<file path="config.mk">
export PLATFORM = sky130hd
export DESIGN_NAME = sipo_shift_register
export DESIGN_NICKNAME = d
export VERILOG_FILES = /design/src/rtl/sipo_shift_register.sv
export SDC_FILE = /design/constraint.sdc
export NUM_CORES = 1
export LEC_CHECK = 0
export CORE_AREA = 2 2 39 41
export CTS_BUF_LIST = sky130_fd_sc_hd__clkbuf_4 sky130_fd_sc_hd__clkbuf_8
export DETAILED_ROUTE_END_ITERATION = 12
export DIE_AREA = 0 0 41 43
export PLACE_DENSITY = 0.6
export SETUP_SLACK_MARGIN = 0.15
export SYNTH_ARGS = -nofsm -noshare
export SYNTH_HDL_FRONTEND = slang
export SYNTH_SLANG_ARGS = --single-unit
</file>
<file path="constraint.sdc">
create_clock -name clk -period 3.05 [get_ports clk]
set_input_delay 0.61 -clock clk [delete_from_list [all_inputs] [get_ports clk]]
set_output_delay 0.61 -clock clk [all_outputs]
set_load 0.02 [all_outputs]
</file>
<file path="src/rtl/sipo_shift_register.sv">
// Serial-in, parallel-out shift register with a bit counter, a registered
// completed-word output and a one-cycle word-valid strobe for deserializing.
module sipo_shift_register #(
  parameter int               WIDTH        = 4,
  parameter int               SHIFT_MSB_IN = 1,
  parameter logic [WIDTH-1:0] RESET_VALUE  = '0
) (
  input  logic                         clk,
  input  logic                         rst,
  input  logic                         d,
  output logic [WIDTH-1:0]             q,
  output logic [$clog2(WIDTH+1)-1:0]   bit_count,
  output logic [WIDTH-1:0]             word,
  output logic                         word_valid
);

  localparam int             CW   = $clog2(WIDTH + 1);
  localparam logic [CW-1:0]  LAST = CW'(WIDTH - 1);

  logic [WIDTH-1:0] r_q;
  logic [CW-1:0]    r_count;
  logic [WIDTH-1:0] r_word;
  logic             r_word_valid;

  logic [WIDTH-1:0] w_shifted;
  logic             w_word_done;

  // Direction is fixed at elaboration; both forms are a plain one-bit shift.
  always_comb begin
    w_shifted = r_q;
    if (SHIFT_MSB_IN != 0) begin
      w_shifted = {d, r_q[WIDTH-1:1]};
    end else begin
      w_shifted = {r_q[WIDTH-2:0], d};
    end
  end

  assign w_word_done = (r_count == LAST);

  always_ff @(posedge clk) begin
    if (rst) begin
      r_q          <= RESET_VALUE;
      r_count      <= '0;
      r_word       <= '0;
      r_word_valid <= 1'b0;
    end else begin
      r_q <= w_shifted;
      if (w_word_done) begin
        r_count      <= '0;
        r_word       <= w_shifted;
        r_word_valid <= 1'b1;
      end else begin
        r_count      <= r_count + CW'(1);
        r_word_valid <= 1'b0;
      end
    end
  end

  assign q          = r_q;
  assign bit_count  = r_count;
  assign word       = r_word;
  assign word_valid = r_word_valid;

endmodule

</file>
==> flow_results.org <==
** CTS
- Clock network latency to the later pin of the worst-skew pair :: 260 ps
- Clock Pin Slew Worst Setup and Hold Paths :: 70 ps
- In this run, post-CTS hold repair placed 0 buffers.
- Buffer count from post-CTS setup fixing :: 0
- TritonCTS built the clock tree.
- Clock Tree Buf Depth :: 2
- Clock tree synthesis selected as its root buffer the cell clkbuf_4.
- In this run the number of H-tree levels came out at 1.
- Num CTS Buffers :: 3
- Post-CTS repair changed the size of 0 cells.
- For this design, the sink count on the clock tree is 12.

** Timing
- Setup Total Neg Slack :: 0 ps
- Number of pins exceeding their max-slew limit in the final report :: 0
- Finish-stage setup viols :: 0
- For the pin with the worst max-slew slack, the measured transition is roughly 460 ps.
- Unrepaired setup endpoints after global routing :: no
- Worst Clk Skew :: 1.32 ps
- PnR worst setup slack :: approximately 1200 ps
- Measured against its own limit, the worst slew margin works out to 0.690.
- The count of endpoints failing hold in the final timing report was 0.
- Period minus WS final :: 1860 ps
- Final clock period utilization by the worst path :: 0.610
- Fmax :: about 540 MHz

** Logic synthesis
- Synth cell types :: 9
- Synthesis handed over a netlist of 34 instances.
- Sequential cell area fraction in the yosys report :: 0.568
- Cell type with the highest aggregate area in the netlist :: dfxtp_1
- Per-instance average area after synthesis :: 12.4 um^2
- Ys Warns :: 0
- When the netlist entered floorplanning its net count stood at 40.
- FF+latch count, synth :: 12
- Largest cells by area after synthesis :: dfxtp_1, mux2i_1, ha_1
- Post-synth design cell area :: 423 um^2
- The share of synthesized area in the top cell type comes to 0.568.

** Worst setup path
- Walking the worst path, the cells encountered are clkdlybuf4s50_1.
- Worst setup path class :: reg2out
- The worst register-to-register path ends at word[2].
- In this run the critical register-to-register path is launched from bit_count[0].
- At the worst endpoint, the required time is 2440 ps.
- For this design, the slowest cell found on the critical path is clkdlybuf4s50_1.
- Crit path launch type :: register
- Endpoint class of the critical path :: output pin
- The setup check on the worst reg-to-reg path leaves a slack of 1800 ps.
- Highest cell delay on the worst timing path :: between 600 and 700 ps
- Maximum fanout along the worst path :: 3
- CP Data Arrival Time :: 1250 ps
- In this design, the largest share of critical-path delay is due to buffers and inverters.
- Buf+Inv Stages, Crit Path :: 1
- Number of cell instances on the worst register-to-register path :: 4

** Place
- The congestion estimate from routability-driven global placement came to 0.613.
- Input and output buffers added on the ports amount to 14.
- Post-detailed-placement half-perimeter wirelength :: 461 um
- Setup Slack @ Placement :: between 1000 and 1500 ps
- Including well taps, the total number of placed cells is 62.

** GRT
- The first global-routing pass estimated 1010 um of wire.
- Initial antenna violation count :: 0
- The via count of the first global-routing pass is 250.
- Maximum number of pins on one net before global-route repair :: 13
- GRT Resource Usage Total :: 0.0899
- Total gr overflow :: 0

** Floorplan
- Standard cell core area :: 1380 um^2
- Starting density of the core :: 0.306
- The floorplan has 14 rows.
- The floorplan step set the die height to 43 um.
- 15 I/O pins were placed.
- Die W :: 41 um
- Area enclosed by the die boundary :: between 1500 and 2000 um^2

** Routing
- The pre-antenna-repair detailed-routing pass consisted of 3 iterations.
- DRC violation count after routing :: 0
- Using the TritonRoute via totals, the vias-per-cell ratio works out to 4.12.
- WL per Instance :: 9.41 um
- Wires add up to 621 um.
- Initial detailed-routing violation count :: 2
- Once detail routing completed, the nets flagged for antenna violations numbered 0.
- The detailed router placed 272 vias in this run.

** Cells and area
- The finished layout holds 66 standard cells, fillers aside.
- Synth-to-Final Area Change :: 41.1%
- Net count, final :: 57
- Share of post-route cells with drive strength above 1 :: 0.140
- Fill cells in the final layout number 154.
- Diode count :: 0

** Worst hold path
- The worst hold path begins at bit_count[0].
- Min-Delay Path Depth :: 1
- The path with the worst hold slack has its endpoint at bit_count[0].
- Hold crit path type :: reg2reg

** Power
- Power density over cell area :: 569 nW/um^2
- IR analysis of the VDD net gives a maximum drop of 0.310 mV.
- Reported leakage power :: 0.228 nW

** Run status
- The flow ran to the end, and the final reports show no timing, DRC or antenna violations.

** Flow run
- Number of violations of the max-capacitance limit :: 0
[worst register-to-register path, stage by stage, from the launching register on]
cell and delay (ps):
dfxtp_1 370, ha_1 190, ha_1 300, mux2i_1 220, nor2_1 50
[power by group]
part	switching [mW]	total (mW)	leakage, nW	internal (mW)
clock network	0.0496	0.122	0.0210	0.0724
logic	0.0233	0.0485	0.109	0.0252
registers	0.00447	0.169	0.0979	0.165
[final cells by class]
class / count / area (um^2) / share of cell area
clock buffer: 4 / 36.3 / 0.0608
inverter: 1 / 3.75 / 0.00629
multi-input combinational: 19 / 156 / 0.262
sequential: 12 / 240 / 0.403
tap: 16 / 20.0 / 0.0335
timing repair buffer: 14 / 140 / 0.235
[worst max-delay path by stage]
stage	startpoint	endpoint	slack (ps)	cells past startpoint
after global routing	bit_count[0]	bit_count[0]	1140	1
after global placement	rst	word[1]	1440	2
after CTS	bit_count[0]	bit_count[0]	1170	1
final	bit_count[0]	bit_count[0]	1190	1
after floorplan	bit_count[0]	word[0]	1800	5
after detailed placement	rst	word[3]	1440	2
[logic make-up after synthesis]
group | after synthesis | synth area share
adder cells (fa/ha/maj) | 3 | 0.0888
buffers and inverters | 3 | 0.0621
multiplexers | 4 | 0.0947
AND/OR/NAND/NOR | 12 | 0.186
flip-flops | 12 | 0.568
[synthesized netlist by cell type]
library cell   n
dfxtp_1       12
nor2_1         4
inv_1          1
nor2b_1        5
nor3_2         2
nor3b_2        1
mux2i_1        4
ha_1           3
buf_6          2
[layout by cell type, fill, tap and decap left out, drive strengths merged]
cell           count
ha                 3
nor2               4
nor3b              1
dfxtp             12
nor2b              5
nor3               2
clkdlybuf4s50     14
inv                1
clkbuf             4
mux2i              4
[sequential cells by signal (all words and copies together) (netlist names)]
register and cells:
q 4, word 4, bit_count 3, word_valid 1
[metal layers]
metal  share of wire  vias to the layer above  GRT usage
met4          0.0081                        0     0.0600
met1            0.44                      120     0.0918
met3           0.055                        2     0.0471
met5               0                        -          0
li1                -                      143          -
met2            0.49                        7      0.134
[stage by stage]
step,utilization,cell area [um^2],hold WS (ps),power [mW]
floorplan,-,423,554,0.203
global placement,0.405,561,469,0.221
detailed placement,0.405,561,476,0.221
CTS,0.431,597,486,0.346
global route,0.431,597,503,0.358
finish,0.431,597,478,0.340
No activity file was read; power rests on OpenSTA's default activity.
